File: src/rtl/apb_slave_bridge_if.sv
// APB bus bundle between a requester (master modport) and apb_slave_bridge (slave modport).
interface apb_slave_bridge_if #(
  parameter int unsigned ADDR_W = 12,
  parameter int unsigned DATA_W = 32
) ();
  logic [ADDR_W-1:0]   paddr;
  logic                psel;
  logic                penable;
  logic                pwrite;
  logic [DATA_W-1:0]   pwdata;
  logic [DATA_W/8-1:0] pstrb;
  logic                pready;
  logic [DATA_W-1:0]   prdata;
  logic                pslverr;

  modport master (
    output paddr, psel, penable, pwrite, pwdata, pstrb,
    input  pready, prdata, pslverr
  );

  modport slave (
    input  paddr, psel, penable, pwrite, pwdata, pstrb,
    output pready, prdata, pslverr
  );
endinterface

File: src/rtl/apb_slave_bridge.sv
// APB completer bridging single accesses to a simple backend request/ack port.
// Define APB_SLAVE_BRIDGE_TIMEOUT_EN to fail backend waits after TIMEOUT cycles without ack.
module apb_slave_bridge #(
  parameter int unsigned ADDR_W  = 12,
  parameter int unsigned DATA_W  = 32,
  parameter int unsigned TIMEOUT = 16
) (
  input  logic                pclk,
  input  logic                prst_n,
  apb_slave_bridge_if.slave   apb,
  output logic                wr_en,
  output logic [ADDR_W-1:0]   waddr,
  output logic [DATA_W-1:0]   wdata,
  output logic [DATA_W/8-1:0] wstrb,
  input  logic                wack,
  input  logic                waddrerr,
  output logic                rd_en,
  output logic [ADDR_W-1:0]   raddr,
  input  logic [DATA_W-1:0]   rdata,
  input  logic                rack,
  input  logic                raddrerr
);

  localparam int unsigned StrbW = DATA_W / 8;

  if ((DATA_W != 8) && (DATA_W != 16) && (DATA_W != 32)) begin : g_bad_data_w
    $error("apb_slave_bridge: DATA_W must be 8, 16 or 32");
  end
  if (TIMEOUT < 2) begin : g_bad_timeout
    $error("apb_slave_bridge: TIMEOUT must be at least 2");
  end

  typedef enum logic [1:0] {StIdle, StWWait, StRWait, StResp} state_e;

  state_e              state_q, state_d;
  logic [ADDR_W-1:0]   addr_q, addr_d;
  logic [DATA_W-1:0]   wdata_q, wdata_d;
  logic [StrbW-1:0]    strb_q, strb_d;
  logic                pready_q, pready_d;
  logic                pslverr_q, pslverr_d;
  logic [DATA_W-1:0]   prdata_q, prdata_d;

  logic accept;
  logic w_done;
  logic r_done;
  logic to_hit;

  assign accept = (state_q == StIdle) && apb.psel && apb.penable;
  // Only the ack/error type matching the pending access can complete it.
  assign w_done = (state_q == StWWait) && (wack || waddrerr);
  assign r_done = (state_q == StRWait) && (rack || raddrerr);

`ifdef APB_SLAVE_BRIDGE_TIMEOUT_EN
  localparam int unsigned CntW = $clog2(TIMEOUT);

  logic [CntW-1:0] cnt_q, cnt_d;
  logic            in_wait;

  assign in_wait = (state_q == StWWait) || (state_q == StRWait);
  // Counter reads 0 in the first wait cycle because it is held clear outside WAIT.
  assign cnt_d   = in_wait ? cnt_q + 1'b1 : '0;
  assign to_hit  = in_wait && !(w_done || r_done) && (cnt_q == CntW'(TIMEOUT - 1));

  always_ff @(posedge pclk or negedge prst_n) begin
    if (!prst_n) begin
      cnt_q <= '0;
    end else begin
      cnt_q <= cnt_d;
    end
  end
`else
  assign to_hit = 1'b0;
`endif

  always_ff @(posedge pclk or negedge prst_n) begin
    if (!prst_n) begin
      state_q   <= StIdle;
      addr_q    <= '0;
      wdata_q   <= '0;
      strb_q    <= '0;
      pready_q  <= 1'b0;
      pslverr_q <= 1'b0;
      prdata_q  <= '0;
    end else begin
      state_q   <= state_d;
      addr_q    <= addr_d;
      wdata_q   <= wdata_d;
      strb_q    <= strb_d;
      pready_q  <= pready_d;
      pslverr_q <= pslverr_d;
      prdata_q  <= prdata_d;
    end
  end

  always_comb begin
    state_d = state_q;
    unique case (state_q)
      StIdle:  if (accept) state_d = apb.pwrite ? StWWait : StRWait;
      StWWait: if (w_done || to_hit) state_d = StResp;
      StRWait: if (r_done || to_hit) state_d = StResp;
      StResp:  state_d = StIdle;
      default: state_d = StIdle;
    endcase
  end

  // Backend request is decoded from state; APB response is staged one cycle ahead so it
  // appears registered exactly in the RESP cycle.
  always_comb begin
    wr_en     = 1'b0;
    waddr     = '0;
    wdata     = '0;
    wstrb     = '0;
    rd_en     = 1'b0;
    raddr     = '0;
    addr_d    = addr_q;
    wdata_d   = wdata_q;
    strb_d    = strb_q;
    pready_d  = 1'b0;
    pslverr_d = 1'b0;
    prdata_d  = '0;
    unique case (state_q)
      StIdle: begin
        if (accept) begin
          addr_d  = apb.paddr;
          wdata_d = apb.pwdata;
          strb_d  = apb.pstrb;
        end
      end
      StWWait: begin
        wr_en = 1'b1;
        waddr = addr_q;
        wdata = wdata_q;
        wstrb = strb_q;
        if (w_done || to_hit) begin
          pready_d  = 1'b1;
          pslverr_d = w_done ? waddrerr : 1'b1;
        end
      end
      StRWait: begin
        rd_en = 1'b1;
        raddr = addr_q;
        if (r_done || to_hit) begin
          pready_d  = 1'b1;
          pslverr_d = r_done ? raddrerr : 1'b1;
          if (r_done && !raddrerr) prdata_d = rdata;
        end
      end
      default: ;
    endcase
  end

  assign apb.pready  = pready_q;
  assign apb.pslverr = pslverr_q;
  assign apb.prdata  = prdata_q;

endmodule
File: src/flat_wrapper.sv
// flat-port wrapper written by rule: the top's interface ports become plain ports
module apb_slave_bridge_flat 
#(
  parameter int unsigned ADDR_W  = 12,
  parameter int unsigned DATA_W  = 32,
  parameter int unsigned TIMEOUT = 16
)
  (pclk, prst_n, wr_en, waddr, wdata, wstrb, wack, waddrerr, rd_en, raddr, rdata, rack, raddrerr, apb_paddr, apb_psel, apb_penable, apb_pwrite, apb_pwdata, apb_pstrb, apb_pready, apb_prdata, apb_pslverr);
  apb_slave_bridge_if #(.ADDR_W(ADDR_W), .DATA_W(DATA_W)) apb_i ();
  input  logic pclk;
  input  logic prst_n;
  output logic wr_en;
  output logic [ADDR_W-1:0] waddr;
  output logic [DATA_W-1:0] wdata;
  output logic [DATA_W/8-1:0] wstrb;
  input  logic wack;
  input  logic waddrerr;
  output logic rd_en;
  output logic [ADDR_W-1:0] raddr;
  input  logic [DATA_W-1:0] rdata;
  input  logic rack;
  input  logic raddrerr;
  input wire logic [$bits(apb_i.paddr)-1:0] apb_paddr;
  input wire logic [$bits(apb_i.psel)-1:0] apb_psel;
  input wire logic [$bits(apb_i.penable)-1:0] apb_penable;
  input wire logic [$bits(apb_i.pwrite)-1:0] apb_pwrite;
  input wire logic [$bits(apb_i.pwdata)-1:0] apb_pwdata;
  input wire logic [$bits(apb_i.pstrb)-1:0] apb_pstrb;
  output wire logic [$bits(apb_i.pready)-1:0] apb_pready;
  output wire logic [$bits(apb_i.prdata)-1:0] apb_prdata;
  output wire logic [$bits(apb_i.pslverr)-1:0] apb_pslverr;
  assign apb_i.paddr = apb_paddr;
  assign apb_i.psel = apb_psel;
  assign apb_i.penable = apb_penable;
  assign apb_i.pwrite = apb_pwrite;
  assign apb_i.pwdata = apb_pwdata;
  assign apb_i.pstrb = apb_pstrb;
  assign apb_pready = apb_i.pready;
  assign apb_prdata = apb_i.prdata;
  assign apb_pslverr = apb_i.pslverr;
  apb_slave_bridge #(.ADDR_W(ADDR_W), .DATA_W(DATA_W), .TIMEOUT(TIMEOUT)) u_core (.pclk(pclk), .prst_n(prst_n), .apb(apb_i), .wr_en(wr_en), .waddr(waddr), .wdata(wdata), .wstrb(wstrb), .wack(wack), .waddrerr(waddrerr), .rd_en(rd_en), .raddr(raddr), .rdata(rdata), .rack(rack), .raddrerr(raddrerr));
endmodule
File: config.mk
export PLATFORM = sky130hd
export DESIGN_NAME = apb_slave_bridge_flat
export DESIGN_NICKNAME = d
export VERILOG_FILES = /design/src/rtl/apb_slave_bridge_if.sv /design/src/rtl/apb_slave_bridge.sv /design/src/flat_wrapper.sv
export SDC_FILE = /design/constraint.sdc
export NUM_CORES = 1
export LEC_CHECK = 0
export ABC_AREA = 1
export CAP_MARGIN = 15
export CORE_MARGIN = 2
export CORE_UTILIZATION = 25
export CTS_BUF_LIST = sky130_fd_sc_hd__clkbuf_8
export DETAILED_ROUTE_END_ITERATION = 6
export SYNTH_ARGS = -nofsm -noshare
export SYNTH_HDL_FRONTEND = slang
export SYNTH_SLANG_ARGS = --single-unit
File: constraint.sdc
create_clock -name pclk -period 2.1 [get_ports pclk]
set_input_delay 0.21 -clock pclk [delete_from_list [all_inputs] [get_ports pclk]]
set_output_delay 0.21 -clock pclk [all_outputs]
set_load 0.1 [all_outputs]
[Yosys cells after proc, flatten, opt, wreduce, memory -nomap -nowiden]
Cells that the tools add are included.
Widths: inputs -> output; s select.
Storage, ports and cells
  memory bits (writable): 0
  input port bits: 89
  memories kept: 0
  output and inout bits: 96
  word-level logic and storage cells: 44
  bits in registers: 84
  ROM bits: 0
  latch bits: 0
Operators by class
  divide/modulo/power cells: 0
  bitwise gates (word level): 0
  reductions and logical operators: 11
  mux-type cells: 20
  multiply operators: 0
  shift-type cells: 0
  $lt $le $gt $ge: 0
  equality and inequality tests: 6
  add/sub/neg operators: 0
Operators by type and width (count)
  $mux 32: 4
  $mux 12: 2
  $mux 2: 4
  $pmux 2 s4: 1
  $mux 1: 6
  $ne 2x1->1 const B: 3
  $logic_and 1x1->1: 5
  $eq 2x2->1 const B: 2
  $mux 4: 1
  $pmux 1 s2: 2
  $reduce_and 3->1: 1
  $eq 2x1->1 const B: 1
  $logic_not 2->1: 1
  $logic_or 1x1->1: 2
  $reduce_and 2->1: 1
  $logic_not 1->1: 1

[Longest topological paths before layout]
  depth in word-level cells: 6
  depth in mapped cells: 8
  gate-level depth less buffers: 7

[Worst setup path after synthesis]
No wires, ideal clock.
  kind: reg-to-output
  start: register u_core.state_q[1]
  end: output waddr[0]
  data required time: 1.890 ns
  setup slack: -0.546 ns
  arrival time: 2.436 ns
  stages on the path, launching flop included: 7
  path through: dfrtp_1 > inv_1 > ha_1 > clkbuf_1 > clkbuf_1 > nand2_1 > inv_1
Between the ends
  cells in the longest elaborated chain, start to end: 2
Ends and longest elaborated chain
  start: declaration: line apb_slave_bridge.sv:35  | state_e state_q, state_d;
  start signal: assignment: line apb_slave_bridge.sv:77  | state_q <= StIdle;
  start signal: assignment: line apb_slave_bridge.sv:85  | state_q <= state_d;
  $eq 2x1->1: line apb_slave_bridge.sv:121  | unique case (state_q)
  $mux 12: line apb_slave_bridge.sv:121
  end: declaration: line flat_wrapper.sv:13  | output logic [ADDR_W-1:0] waddr;
Every way passes these cells.

[Worst setup path after layout]
  start: register u_core.state_q[1]
  end: output wdata[21]
Between the ends
  cells in the longest elaborated chain, start to end: 2
Ends and longest elaborated chain
  $eq 2x1->1: line apb_slave_bridge.sv:121
  $mux 32: line apb_slave_bridge.sv:121
  end: declaration: line flat_wrapper.sv:14  | output logic [DATA_W-1:0] wdata;
Every way passes these cells.

==> results.yml <==
floorplanning:
  row_count: 44
  fp.dieH_um: 125.7
  core_area_um2: 14480
  dieArea_um2: 15800
  io-pin-count: 185
  initial_core_util: 0.2558
  die_w_um: 125.7
detailed_routing:
  route.detailed.drc: 0
  drt-initial-drc-count: 104
  drt_first_pass_iters: 6
  num_vias: 3298
  totalWireLength_mm: 9.677
  viasPerCell: 3.950
  wire_per_inst_um: 11.59
  ant_nets: 0
critical_path:
  critPathKind: "reg -> out"
  worst_ep_required_time_ps: 1890
  r2r.worst_path.cells: 6
  reg2reg_to: "u_core.apb.prdata[23]"
  endpoint: "wdata[21]"
  r2r-start: "u_core.state_q[0]"
  endpoint_kind: "output pin"
  cp.arrival_ps: 1730
  startpoint: "u_core.state_q[1]"
  r2r_slack_ps: 320
  critPathMaxFanout: 22
  cp-start-kind: "flop"
synthesis:
  synth-seq-area-share: 0.5676
  synth_commonest_cells: "inv_1 (145), nand2_1 (122), dfrtp_1 (84), o21ai_0 (41), nor2_1 (24)"
  yosysUniqueCellTypes: 16
  yosys.area.top_type: "dfrtp_1"
  yosys.area.top_type_share: 0.5676
  synth_enable_flop_cells: 0
  yosys_warnings: 0
  synthesis.nets: 558
  synthTopCellsByArea: "dfrtp_1 (57%), inv_1 (15%), nand2_1 (12%), o21ai_0 (5.5%), nor2_1 (2.4%)"
  syn_inst: 466
  synthArstFlopShare: 1.000
  synthMostInstantiatedCell: "inv_1"
  syn-cell-area_um2: 3704
  synth.avg_cell_area_um2: 7.948
  synth-seq-cells: 84
  synth_flop_cell: "dfrtp_1"
sta:
  slew_headroom: 0.7054
  tightestPinTransition_ps: 441.9
  rsz0062_at_grt: "no"
  hold_slack_ps: 337.2
  fin_ws_ps: 161.4
  final-hold-violation-count: 0
  fmax_mhz: 515.8
  min_period_over_period: 0.9232
  slew_violations: 0
  period_needed_ps: 1939
  fin_tns_setup_ps: 0
  setup_violations: 0
  finalClockSkew_ps: 6.664
power:
  leakagePower_nw: 3.147
  finalPower_mw: 10.15
  p_per_area_nw_per_um2: 1510
  peakVddDrop_v: 0.0004271
clocking:
  clock-sinks: 84
  clock_latency_ps: 350
  numCtsBuffers: 9
  cts_tree: "built"
  cts_root_buffer: "clkbuf_8"
  clkTransAtPathRegs_ps: 80
  htree_levels: 3
  cts.path.max_buffers: 2
  post_cts_buffers: 0
placement:
  placed_area_um2: 6479
  hpwl_mm: 7.483
  pre_cts_ws_ps: 327.7
  port_buffers: 184
  dp.cells: 818
  gp_congestion: 0.7152
cells_and_area:
  fin_cells: 835
  fin_util: 0.4641
  final_cell_area_um2: 6719
  nNetsFinal: 738
  n_antenna_cell: 0
  drive_gt1_frac: 0.2888
  layout-area-overhead-vs-synth_pct: 81.42
global_routing:
  overflow: 0
  track_usage: 0.1245
  grt_pass1_vias: 3273
  grt_max_degree: 98
  antenna_found_initial: 0
  grt_pass1_wl_mm: 15.84
job:
  cap_violations: 0
min_path:
  hold_class: "in -> async"
run_status:
  status: "completed"
## routing by layer
layer | GRT usage | share of wire | vias up
met5 | 0 | 0 | -
met4 | 0.03922 | 0.0098 | 0
met3 | 0.04460 | 0.082 | 6
met2 | 0.2016 | 0.47 | 123
met1 | 0.1560 | 0.44 | 1512
li1 | - | - | 1657
## cells in the final DEF, fill, tap and decap left out
master,instances
nor2_1,24
o21ai_0,41
ha_2,2
bufinv_16,2
or2_1,1
o21ai_1,9
buf_12,64
nor2_2,10
clkbuf_8,10
clkdlybuf4s50_1,87
dfrtp_1,84
nand2_1,122
inv_1,88
nand4_1,2
nand3_2,1
clkinvlp_4,59
buf_4,37
buf_6,1
nand3_1,1
ha_1,1
dlygate4sd3_1,1
a21oi_1,2
clkinv_4,2
## worst max-delay path, stage by stage (launching register included)
cell        delay, ps
dfrtp_1           410
inv_1             100
ha_2              190
buf_4             260
nand2_1           140
clkinvlp_4        100
buf_12            170
## worst min-delay path by stage
stage / endpoint / startpoint / slack [ps] / depth (start not counted)
finish: u_core.wdata_q[21] / prst_n / 340 / 2
floorplan: u_core.addr_q[0] / prst_n / -90 / 0
detailed placement: u_core.wdata_q[21] / prst_n / 190 / 1
CTS: u_core.wdata_q[21] / prst_n / 330 / 2
global placement: u_core.wdata_q[21] / prst_n / 190 / 1
global route: u_core.wdata_q[21] / prst_n / 350 / 2
## power breakdown
group / switching (mW) / internal (mW)
registers: 0.294 / 2.14
clock network: 0.579 / 0.702
logic: 4.40 / 2.02
total: 5.28 / 4.87
## logic make-up (layout without fill, tap and decap cells)
logic type                 Yosys count  in the layout  share of synthesized area
and+or+nand+nor                    161            161                     0.1740
adders and majority gates            3              3                    0.01014
DFF                                 84             84                     0.5676
buffers and inverters              166            351                     0.1780
AOI/OAI and AO/OA                   52             52                    0.07027
## sequential cells by signal, summed over array words and instances, names as in the netlist
name and cells:
u_core.apb.pslverr 1, u_core.state_q 2, u_core.apb.pready 1, u_core.apb.prdata 32
u_core.wdata_q 32, u_core.strb_q 4, u_core.addr_q 12
## layout make-up
cell class / count / area (µm²)
Fill cell: 1379 / 7760
Clock inverter: 6 / 88.84
Sequential cell: 84 / 2102
Inverter: 145 / 762.0
Timing Repair Buffer: 190 / 2451
Clock buffer: 10 / 137.6
Tap cell: 184 / 230.2
Multi-Input combinational cell: 216 / 947.2
## what timing repair did
item,4_1_cts,5_1_grt
resized for setup,0,1
endpoints found under the hold margin,33,0
hold buffers,1,0
setup endpoints to repair,0,11
Power figures use the tool's default switching activity.
